File: src/rtl/mem_read_ctrl_pkg.sv
// Shared types and size encodings for the load path.
// The load-masking stage uses the same size constants.
package mem_read_ctrl_pkg;

    typedef enum logic [2:0] {
        IDLE,
        REQ,
        WAIT,
        CAPT,
        ERR
    } state_t;

    localparam logic [1:0] SIZE_WORD = 2'b00;
    localparam logic [1:0] SIZE_HALF = 2'b01;
    localparam logic [1:0] SIZE_BYTE = 2'b10;

    // Size 2'b11 is checked like a word.
    function automatic logic is_aligned(input logic [1:0] offset, input logic [1:0] size);
        case (size)
            SIZE_BYTE: return 1'b1;
            SIZE_HALF: return ~offset[0];
            default:   return (offset == 2'b00);
        endcase
    endfunction

endpackage

File: src/rtl/mem_read_ctrl_if.sv
// Request, memory and result signals of the load-path read sequencer.
// The slave modport is the sequencer side.
interface mem_read_ctrl_if;

    logic        start;
    logic [31:0] addr;
    logic [1:0]  size;
    logic [31:0] mem_addr;
    logic        mem_rd;
    logic [31:0] mem_rdata;
    logic [31:0] mdr_out;
    logic [1:0]  ctrl_out;
    logic        busy;
    logic        done;
    logic        misaligned;

    modport master (
        output start, addr, size, mem_rdata,
        input  mem_addr, mem_rd, mdr_out, ctrl_out, busy, done, misaligned
    );

    modport slave (
        input  start, addr, size, mem_rdata,
        output mem_addr, mem_rd, mdr_out, ctrl_out, busy, done, misaligned
    );

endinterface

File: src/rtl/mem_read_ctrl_lane_align.sv
// Combinational lane select: moves the addressed byte/halfword of a
// little-endian word down to bit 0 and zero-fills the rest.
module mem_lane_align
    import mem_read_ctrl_pkg::*;
(
    input  logic [31:0] data,
    input  logic [1:0]  offset,
    input  logic [1:0]  size,
    output logic [31:0] aligned
);

    always_comb begin
        aligned = data;
        case (size)
            SIZE_HALF: aligned = offset[1] ? {16'h0000, data[31:16]} : {16'h0000, data[15:0]};
            SIZE_BYTE: begin
                case (offset)
                    2'd0:    aligned = {24'h000000, data[7:0]};
                    2'd1:    aligned = {24'h000000, data[15:8]};
                    2'd2:    aligned = {24'h000000, data[23:16]};
                    default: aligned = {24'h000000, data[31:24]};
                endcase
            end
            default:   aligned = data;
        endcase
    end

endmodule

File: src/rtl/mem_read_ctrl.sv
// Multi-cycle memory read sequencer: one word-aligned read, fixed latency wait,
// lane alignment into the MDR, size handed to the load-masking stage.
module mem_read_ctrl
    import mem_read_ctrl_pkg::*;
#(
    parameter int unsigned MEM_LATENCY = 1
) (
    input  logic          clk,
    input  logic          reset,
    mem_read_ctrl_if.slave bus
);

    localparam logic [2:0] LAT_INIT = 3'(MEM_LATENCY - 1);

    state_t      state;
    logic [2:0]  cnt;
    logic [1:0]  lat_off;
    logic [1:0]  lat_size;
    logic [31:0] aligned;

    mem_lane_align u_align (
        .data    (bus.mem_rdata),
        .offset  (lat_off),
        .size    (lat_size),
        .aligned (aligned)
    );

    always_ff @(posedge clk) begin
        if (!reset) begin
            state          <= IDLE;
            cnt            <= '0;
            lat_off        <= '0;
            lat_size       <= SIZE_WORD;
            bus.mem_addr   <= '0;
            bus.mem_rd     <= 1'b0;
            bus.mdr_out    <= '0;
            bus.ctrl_out   <= '0;
            bus.busy       <= 1'b0;
            bus.done       <= 1'b0;
            bus.misaligned <= 1'b0;
        end else begin
            bus.mem_rd     <= 1'b0;
            bus.done       <= 1'b0;
            bus.misaligned <= 1'b0;
            case (state)
                IDLE: begin
                    if (bus.start) begin
                        bus.busy <= 1'b1;
                        if (is_aligned(bus.addr[1:0], bus.size)) begin
                            state        <= REQ;
                            bus.mem_addr <= {bus.addr[31:2], 2'b00};
                            lat_off      <= bus.addr[1:0];
                            lat_size     <= bus.size;
                            bus.mem_rd   <= 1'b1;
                        end else begin
                            state          <= ERR;
                            bus.misaligned <= 1'b1;
                        end
                    end
                end
                REQ: begin
                    cnt   <= LAT_INIT;
                    state <= WAIT;
                end
                // The sampled word goes straight through the aligner into the MDR,
                // so the MDR doubles as the holding register and done lines up with CAPT.
                WAIT: begin
                    if (cnt == '0) begin
                        bus.mdr_out  <= aligned;
                        bus.ctrl_out <= lat_size;
                        bus.done     <= 1'b1;
                        state        <= CAPT;
                    end else begin
                        cnt <= cnt - 3'd1;
                    end
                end
                CAPT, ERR: begin
                    state    <= IDLE;
                    bus.busy <= 1'b0;
                end
                default: begin
                    state    <= IDLE;
                    bus.busy <= 1'b0;
                end
            endcase
        end
    end

endmodule

File: src/flat_wrapper.sv
// flat-port wrapper written by rule: the top's interface ports become plain ports
module mem_read_ctrl_flat import mem_read_ctrl_pkg::*;
#(
    parameter int unsigned MEM_LATENCY = 1
)
  (clk, reset, bus_start, bus_addr, bus_size, bus_mem_rdata, bus_mem_addr, bus_mem_rd, bus_mdr_out, bus_ctrl_out, bus_busy, bus_done, bus_misaligned);
  mem_read_ctrl_if bus_i ();
  input  logic clk;
  input  logic reset;
  input wire logic [$bits(bus_i.start)-1:0] bus_start;
  input wire logic [$bits(bus_i.addr)-1:0] bus_addr;
  input wire logic [$bits(bus_i.size)-1:0] bus_size;
  input wire logic [$bits(bus_i.mem_rdata)-1:0] bus_mem_rdata;
  output wire logic [$bits(bus_i.mem_addr)-1:0] bus_mem_addr;
  output wire logic [$bits(bus_i.mem_rd)-1:0] bus_mem_rd;
  output wire logic [$bits(bus_i.mdr_out)-1:0] bus_mdr_out;
  output wire logic [$bits(bus_i.ctrl_out)-1:0] bus_ctrl_out;
  output wire logic [$bits(bus_i.busy)-1:0] bus_busy;
  output wire logic [$bits(bus_i.done)-1:0] bus_done;
  output wire logic [$bits(bus_i.misaligned)-1:0] bus_misaligned;
  assign bus_i.start = bus_start;
  assign bus_i.addr = bus_addr;
  assign bus_i.size = bus_size;
  assign bus_i.mem_rdata = bus_mem_rdata;
  assign bus_mem_addr = bus_i.mem_addr;
  assign bus_mem_rd = bus_i.mem_rd;
  assign bus_mdr_out = bus_i.mdr_out;
  assign bus_ctrl_out = bus_i.ctrl_out;
  assign bus_busy = bus_i.busy;
  assign bus_done = bus_i.done;
  assign bus_misaligned = bus_i.misaligned;
  mem_read_ctrl #(.MEM_LATENCY(MEM_LATENCY)) u_core (.clk(clk), .reset(reset), .bus(bus_i));
endmodule
File: config.mk
export PLATFORM = sky130hd
export DESIGN_NAME = mem_read_ctrl_flat
export DESIGN_NICKNAME = d
export VERILOG_FILES = /design/src/rtl/mem_read_ctrl_pkg.sv /design/src/rtl/mem_read_ctrl_if.sv /design/src/rtl/mem_read_ctrl_lane_align.sv /design/src/rtl/mem_read_ctrl.sv /design/src/flat_wrapper.sv
export SDC_FILE = /design/constraint.sdc
export NUM_CORES = 1
export LEC_CHECK = 0
export BUFFER_PORTS_ARGS = -buffer_cell sky130_fd_sc_hd__clkbuf_2
export CAP_MARGIN = 40
export CORE_ASPECT_RATIO = 2
export CORE_UTILIZATION = 50
export DETAILED_ROUTE_END_ITERATION = 8
export GPL_TIMING_DRIVEN = 0
export PLACE_DENSITY = 0.9
export SYNTH_ARGS = -nofsm -noshare
export SYNTH_HDL_FRONTEND = slang
export SYNTH_SLANG_ARGS = --single-unit
File: constraint.sdc
create_clock -name clk -period 5 [get_ports clk]
set_input_delay 0.75 -clock clk [delete_from_list [all_inputs] [get_ports clk]]
set_output_delay 0.75 -clock clk [all_outputs]
set_load 0.02 [all_outputs]
After elaboration in Yosys (flattened, before gate mapping)
Cells that the tools add are included.
{ "word_totals": {"out_inout_bits": 70, "inputBits": 69, "wordCells": 56, "reg_bits": 78} }
{ "classes": {"n_mux": 18, "n_eq_ne": 11, "n_reduce_logical": 13, "add_sub_neg": 1, "bitwise": 2} }
{ "op_table": {"columns": ["operator", "n"], "rows": [
  ["$pmux 32 s2", 1],
  ["$pmux 8 s3", 1],
  ["$mux 16", 1],
  ["$mux 3", 4],
  ["$reduce_and 2->1", 5],
  ["$pmux 3 s3", 1],
  ["$mux 1", 7],
  ["$eq 2x1->1 const B", 3],
  ["$eq 2x2->1 const B", 3],
  ["$logic_not 3->1", 2],
  ["$pmux 3 s2", 1],
  ["$reduce_and 3->1", 2],
  ["$logic_not 2->1", 2],
  ["$ne 2x2->1 const B", 2],
  ["$pmux 1 s2", 2],
  ["$eq 3x1->1 const B", 1],
  ["$eq 3x2->1 const B", 1],
  ["$sub 3x1->3 const B", 1],
  ["$ne 2x1->1 const B", 1],
  ["$not 1->1", 2],
  ["$reduce_bool 2->1", 1],
  ["$reduce_or 2->1", 1]
]} }

Logic depth before layout (Yosys ltp)
Gate-level depths: netlist of the first run.
{ "depth": {"word_depth": 8, "ltp_mapped": 9, "depth_no_buf": 6} }

Modules after synthesis
A second synthesis of the first run with hierarchy kept.
{ "hier_totals": {"cells_unflattened": 557, "area_unflattened_um2": 4420.5} }
{ "by_module_without_submodules": {"columns": ["module", "area_each_um2", "n_inst", "cells_per_inst"], "rows": [
  ["mem_read_ctrl", 3671.0, 1, 455],
  ["mem_lane_align", 749.5, 1, 102]
]} }

Worst setup path after synthesis of the first run
OpenSTA, ideal clock, no wires.
{ "synth_timing": {"path_type": "in2reg", "from": "input bus_size[0]", "to": "register u_core.bus.mem_addr[10]", "arrival_time_ns": 2.112, "cell_stages": 8, "n_path_buf": 2, "setup_time_ns": 0.072, "path_slack_ns": 2.817, "path_cell_list": "inv_1 ha_1 nand2b_1 a21o_1 a21oi_1 buf_2 buf_4 mux2i_1"} }
{ "synth_between": {"elab_chain_len": 6} }
{ "synth_lines": {"columns": ["item", "line", "source"], "rows": [
  ["from (decl)", "flat_wrapper.sv:12", "input wire logic [$bits(bus_i.size)-1:0] bus_size;"],
  ["$eq 2x1->1 / $eq 2x2->1 (equally long branches)", "mem_read_ctrl_pkg.sv:19", "case (size)"],
  ["$pmux 1 s2 *", "mem_read_ctrl_pkg.sv:19", null],
  ["$mux 1 *", "mem_read_ctrl.sv:47", "if (bus.start) begin"],
  ["$mux 1 *", "mem_read_ctrl.sv:45", "case (state)"],
  ["$mux 1 *", "mem_read_ctrl.sv:29", "if (!reset) begin"],
  ["$reduce_and 3->1 (no line) *", null, null],
  ["to (signal assigned)", "mem_read_ctrl.sv:51", "bus.mem_addr <= {bus.addr[31:2], 2'b00};"],
  ["to (decl)", "mem_read_ctrl_if.sv:24", "output mem_addr, mem_rd, mdr_out, ctrl_out, busy, done, misaligned"]
]} }
Mark *: on every way between the ends. The rest lies on a longest branch, timed or not. The select of a mux whose other input is x is not followed.
A chain may end at the register's enable or synchronous reset.

Worst setup path after layout of the first run
{ "layout_timing": {"from": "input bus_size[0]", "to": "register u_core.bus.mem_addr[3]"} }
Same word-level chain as after synthesis.

==> results.cfg, run 1 <==
[timing]
worst_pin_slew_ps = 739
finClkSkew_ps = 4.63
fin_crit_sh_pct = 43.2
hold_violations = 0
slew_headroom_pct = 50.5
rsz0062_at_grt = false
setup-tns-final_ps = 0
hold-worst-slack_ps = 456
period_minus_slack_ps = 2160
clock.fmax_ghz = 0.463
finalMaxSlewViolations = 0
setup_viol = 0

[cells_and_area]
area_growth_pct = 32.0
diodes = 0
finalNetCount = 587
drive_gt1_share_pct = 33.8
fin_area_um2 = 4480

[clock_tree]
cts.sinks = 78
clk_latency_ps = 330
post_cts_buffers = 0
ctsResizeCount = 0
cts-root-buf = clkbuf_16
max-clock-path-buffers = 2
clk_pin_slew_ps = 50
cts_htree_levels = 3
cts_made_buffers = 9
cts_hold_buf = 0
tritoncts = built

[route]
vias_per_cell = 5.40
drc_errors = 0
finalWirelength_um = 9080
drtPass1Iterations = 6
post_drt_wl_per_cell_um = 15.1
postRouteAntennaNets = 0
num_vias = 3257
drt_iter0_drc = 205

[critical_path]
cp_num_buf_inv = 4
cp.required_ps = 5250
startpoint_type = input port
critical_path_arrival_ps = 2410
slowest_stage = ha_1
regToRegSetupSlack_ps = 2860
crit_path_end_kind = flop
path_cells = clkbuf_2 -> inv_1 -> ha_1 -> nand2b_1 -> a21o_1 -> a21oi_1 -> buf_2 -> buf_4 -> mux2i_1
critPathKind = input port to flop
crit_fanout = 10
slowest_delay_ps = 300
cp_top_family = buffers and inverters

[global_route]
antenna_found_initial = 0
overflow = 0
grt_pass1_vias = 3213
grt_pass1_wl_um = 14000
grt_max_degree = 12
grt_usage_pct = 26.3

[yosys]
synth_edf_count = 0
ys_warn_count = 0
ys_seq_area_share_pct = 46.0
async_reset_ff_share_pct = 0
netlist_top_cells_count = dfxtp_1 (78), nand2_1 (77), mux2i_1 (42), a22o_1 (19), a21oi_1 (17)
ys.flop_type = dfxtp_1
synth.avg_cell_area_um2 = 9.32
synth_top_area_cell = dfxtp_1
synth_cells = 364
synth_most_common_cell = dfxtp_1
ys_ff_latch = 78
yosys.area.top_type_share_pct = 46.0
synth_cell_types = 39
synth.area.top_cells = dfxtp_1 (46%), mux2i_1 (12%), nand2_1 (8.5%)
netlist_area_um2 = 3390

[floorplan]
die_x_um = 60.2
ios = 139
start_util_pct = 51.6
core-area_um2 = 6570
die-area_um2 = 7140
row_count = 42
die_y_um = 118

[min_path]
hold_class = flop to flop

[pwr]
p_leak_nw = 2.08
p_per_area_nw_per_um2 = 343
ir_worst_vdd_v = 0.000313

[outcome]
status = complete, no violations

[place]
portBuffers = 136
dpl_cell_area_um2 = 4190
hpwl_um = 6940
gp_congestion = 0.912

[flow_run]
maxCapViolCount = 0
-- report_power, final --
| group | leakage, nW | internal [mW] | switching, mW | total (mW) |
|---|---|---|---|---|
| combinational | 1.31 | 0.0931 | 0.133 | 0.226 |
| sequential | 0.632 | 0.652 | 0.0181 | 0.670 |
| clock | 0.142 | 0.408 | 0.229 | 0.637 |
| total | 2.08 | 1.15 | 0.380 | 1.53 |
-- worst reg2reg max path, stage by stage, from the launching register on --
cell and delay (ps):
dfxtp_1 380, inv_1 60, ha_1 460, nor2b_1 90, clkbuf_1 270, a22o_1 270, a222oi_1 370, a21oi_1 120
-- area by class of cell --
type	count	area, µm²
multi-input combinational	249	1640
tap	88	110
inverter	9	33.8
sequential	78	1560
fill	525	2090
clock buffer	13	260
clock inverter	1	30.0
buffer	29	156
timing repair buffer	136	681
-- through the flow --
stage	worst slack [ps]	util [%]	total power, mW	cells
finish	2840	68.2	1.53	603
global placement	2570	63.7	0.899	589
floorplan	2820	-	0.822	365
CTS	2820	68.2	1.55	603
global route	2670	68.2	1.59	603
detailed placement	2480	63.7	0.907	589
-- metal layers --
| layer | track usage, % | share of wire [%] |
|---|---|---|
| met1 | 24.0 | 35 |
| met2 | 48.6 | 57 |
| met3 | 7.11 | 5.9 |
| met4 | 14.1 | 2.7 |
| met5 | 0 | 0 |
-- cells in the final DEF, fill, tap and decap left out, drive strengths merged, types with 2 or more instances in the layout --
cell	Yosys	layout
a21oi	17	17
a222oi	3	3
a22o	19	19
a31oi	6	6
and3	2	2
buf	14	14
clkbuf	15	164
conb	1	2
dfxtp	78	78
ha	6	6
inv	9	9
mux2	8	8
mux2i	42	42
nand2	77	77
nand2b	11	11
nand3	12	12
nor2	5	5
nor2b	5	5
nor4	3	3
o21ai	10	10
o2bb2ai	8	8
-- registers in the layout, summed over array words and instances (netlist names) --
signal                 flops
u_core.state               3
u_core.bus.misaligned      1
u_core.bus.busy            1
u_core.bus.mdr_out        32
u_core.bus.done            1
u_core.bus.mem_rd          1
u_core.lat_off             2
u_core.cnt                 3
u_core.bus.mem_addr       30
u_core.bus.ctrl_out        2
u_core.lat_size            2
-- worst paths after layout --
| kind | start | to | cells past startpoint |
|---|---|---|---|
| max | bus_size[0] | u_core.bus.mem_addr[3] | 9 |
| min | u_core.bus.mem_addr[21] | u_core.bus.mem_addr[21] | 2 |
| max reg2reg | u_core.lat_size[0] | u_core.bus.mdr_out[1] | 7 |
| min reg2reg | u_core.bus.mem_addr[21] | u_core.bus.mem_addr[21] | 2 |
-- logic make-up (layout without fill, tap and decap cells) --
kind of cell / Yosys count / in the layout / share of synthesized area (%)
and+or+nand+nor: 121 / 121 / 16.3
DFF: 78 / 78 / 46.0
AOI/OAI and AO/OA: 70 / 70 / 14.7
muxes: 50 / 50 / 15.0
buffers and inverters: 38 / 188 / 5.61
adders and majority gates: 6 / 6 / 2.21
other: 1 / 2 / 0.111
No activity file was read; power rests on OpenSTA's default activity.
==> run 2, diff against run 1 <==
--- a/config.mk
+++ b/config.mk
@@ -8,10 +8,10 @@
 export BUFFER_PORTS_ARGS = -buffer_cell sky130_fd_sc_hd__clkbuf_2
 export CAP_MARGIN = 40
 export CORE_ASPECT_RATIO = 2
-export CORE_UTILIZATION = 50
+export CORE_UTILIZATION = 43
 export DETAILED_ROUTE_END_ITERATION = 8
 export GPL_TIMING_DRIVEN = 0
-export PLACE_DENSITY = 0.9
+export PLACE_DENSITY = 0.82
 export SYNTH_ARGS = -nofsm -noshare
 export SYNTH_HDL_FRONTEND = slang
 export SYNTH_SLANG_ARGS = --single-unit
==> constraint.sdc (replaced) <==
create_clock -name clk -period 1.8 [get_ports clk]
set_input_delay 0.27 -clock clk [delete_from_list [all_inputs] [get_ports clk]]
set_output_delay 0.27 -clock clk [all_outputs]
set_load 0.02 [all_outputs]
==> results.cfg, run 2 (synthesized netlist as in run 1, its figures left out) <==
[outcome]
status = complete, no violations

[critical_path]
crit_path_end_kind = flop
slowest_stage = dfxtp_2
crit_path_frequent_cell = buf_6
regToRegStartpoint = u_core.cnt[0]
cp_num_buf_inv = 4
critPathKind = flop to flop
cp.required_ps = 2020
r2r_end = u_core.bus.mdr_out[26]
reg2reg_depth = 9
critical_path_arrival_ps = 1950
crit_fanout = 10
startpoint_type = flop
cp_top_family = simple AND/OR/NAND/NOR gates
path_cells = inv_2 -> ha_2 -> nor2b_4 -> and3_4 -> buf_6 -> and3_4 -> buf_6 -> buf_6 -> a22o_1
regToRegSetupSlack_ps = 70
slowest_delay_ps = 330

[timing]
setup_viol = 0
period_minus_slack_ps = 1730
fin_crit_sh_pct = 96.3
finalMaxSlewViolations = 0
clock.fmax_ghz = 0.577
hold_violations = 0
finClkSkew_ps = 5.11

[cells_and_area]
top_regs = u_core.bus.mdr_out: 32 flops, u_core.bus.mem_addr: 30 flops
layout_commonest_cell = clkbuf_2
drive_gt1_share_pct = 37.0
most-common-layout-cells = clkbuf_2 (136), nand2_1 (77), dfxtp_1 (75), mux2i_1 (42), a22o_1 (19)
largest_register_ffs = 32
seqCellArea_um2 = 1570
multi_input_area_um2 = 1680
finalNetCount = 587
area_growth_pct = 33.5
diodes = 0
largest-register = u_core.bus.mdr_out
nFillCells = 648
final_util_pct = 59.6
fin_area_um2 = 4530

[clock_tree]
clk_latency_ps = 330
cts-root-buf = clkbuf_16
cts_made_buffers = 9
tritoncts = built
cts_htree_levels = 3
max-clock-path-buffers = 2
cts_hold_buf = 0
cts.sinks = 78
clk_pin_slew_ps = 60

[min_path]
hold_class = input port to flop
hold_end = u_core.bus.mem_addr[5]
min-delay-start = bus_addr[5]
hold_depth = 3

[route]
num_vias = 3245
drt_iter0_drc = 219
finalWirelength_um = 9180
postRouteAntennaNets = 0
post_drt_wl_per_cell_um = 15.0
drtPass1Iterations = 5
vias_per_cell = 5.32
drc_errors = 0

[floorplan]
core-area_um2 = 7600
die_x_um = 64.8
start_util_pct = 44.6
ios = 139
die-area_um2 = 8270
row_count = 45
die_y_um = 128

[pwr]
p_leak_nw = 2.10
ir_worst_vdd_v = 0.000513
p_per_area_nw_per_um2 = 923

[global_route]
grt_pass1_vias = 3365
grt_max_degree = 13
antenna_found_initial = 0
grt_pass1_wl_um = 14600
overflow = 0
grt_usage_pct = 23.0

[flow_run]
maxCapViolCount = 0

[place]
portBuffers = 136
gp_congestion = 0.818
dpl_cell_area_um2 = 4190
hpwl_um = 7120
==> run 2: stage by stage <==
stage	power [mW]	setup TNS (ps)	hold slack, ps	setup slack, ps	instances
3_3_place_gp	2.50	-8400	443	-232	595
5_1_grt	4.33	-10.7	174	-10.7	610
4_1_cts	4.21	0	155	0.367	611
2_1_floorplan	2.28	0	396	69.1	365
6_report	4.18	0	162	66.0	610
3_5_place_dp	2.52	-11280	446	-282	595
==> run 2: where the power goes <==
group / leakage [nW] / internal, mW / switching, mW
registers: 0.634 / 1.81 / 0.0514
clock network: 0.137 / 0.993 / 0.683
logic: 1.33 / 0.269 / 0.371
total: 2.10 / 3.07 / 1.11
==> run 2: worst max path at each step <==
stage                                  end  depth (start not counted)  slack, ps          startpoint
floorplan           u_core.bus.mdr_out[28]                          9         70       u_core.cnt[0]
global placement    u_core.bus.mdr_out[12]                          6       -230  u_core.lat_size[0]
detailed placement  u_core.bus.mdr_out[13]                          6       -280  u_core.lat_size[0]
CTS                 u_core.bus.mdr_out[26]                          9        0.4       u_core.cnt[0]
global route        u_core.bus.mem_addr[6]                          7        -10     u_core.state[1]
finish              u_core.bus.mdr_out[26]                          9         70       u_core.cnt[0]
==> run 2: routing by layer <==
metal	GRT usage, %	up-vias	wire length [µm]
met1	20.2	1505	3160
met5	0	-	0
met3	5.45	25	593
met4	15.2	0	320
li1	-	1568	-
met2	44.0	147	5100
==> run 2: worst min-delay path: stages <==
cell	delay [ps]
clkbuf_2	80
nand2_1	40
mux2i_1	50
==> run 2: final cells by class <==
| cell class | count | area share (%) |
|---|---|---|
| Clock inverter | 4 | 0.497 |
| Clock buffer | 11 | 5.58 |
| Multi-Input combinational cell | 249 | 37.1 |
| Tap cell | 94 | 2.60 |
| Sequential cell | 78 | 34.6 |
| Timing Repair Buffer | 139 | 15.5 |
| Inverter | 9 | 0.746 |
| Buffer | 26 | 3.40 |
==> run 2: timing repair <==
item | in CTS | in global routing
setup endpoints to repair | 28 | 34
buffers inserted | 3 | 0
hold endpoints to repair | 0 | 0
pin swaps | 1 | 1
gates resized for setup | 9 | 9
cloned | 0 | 0
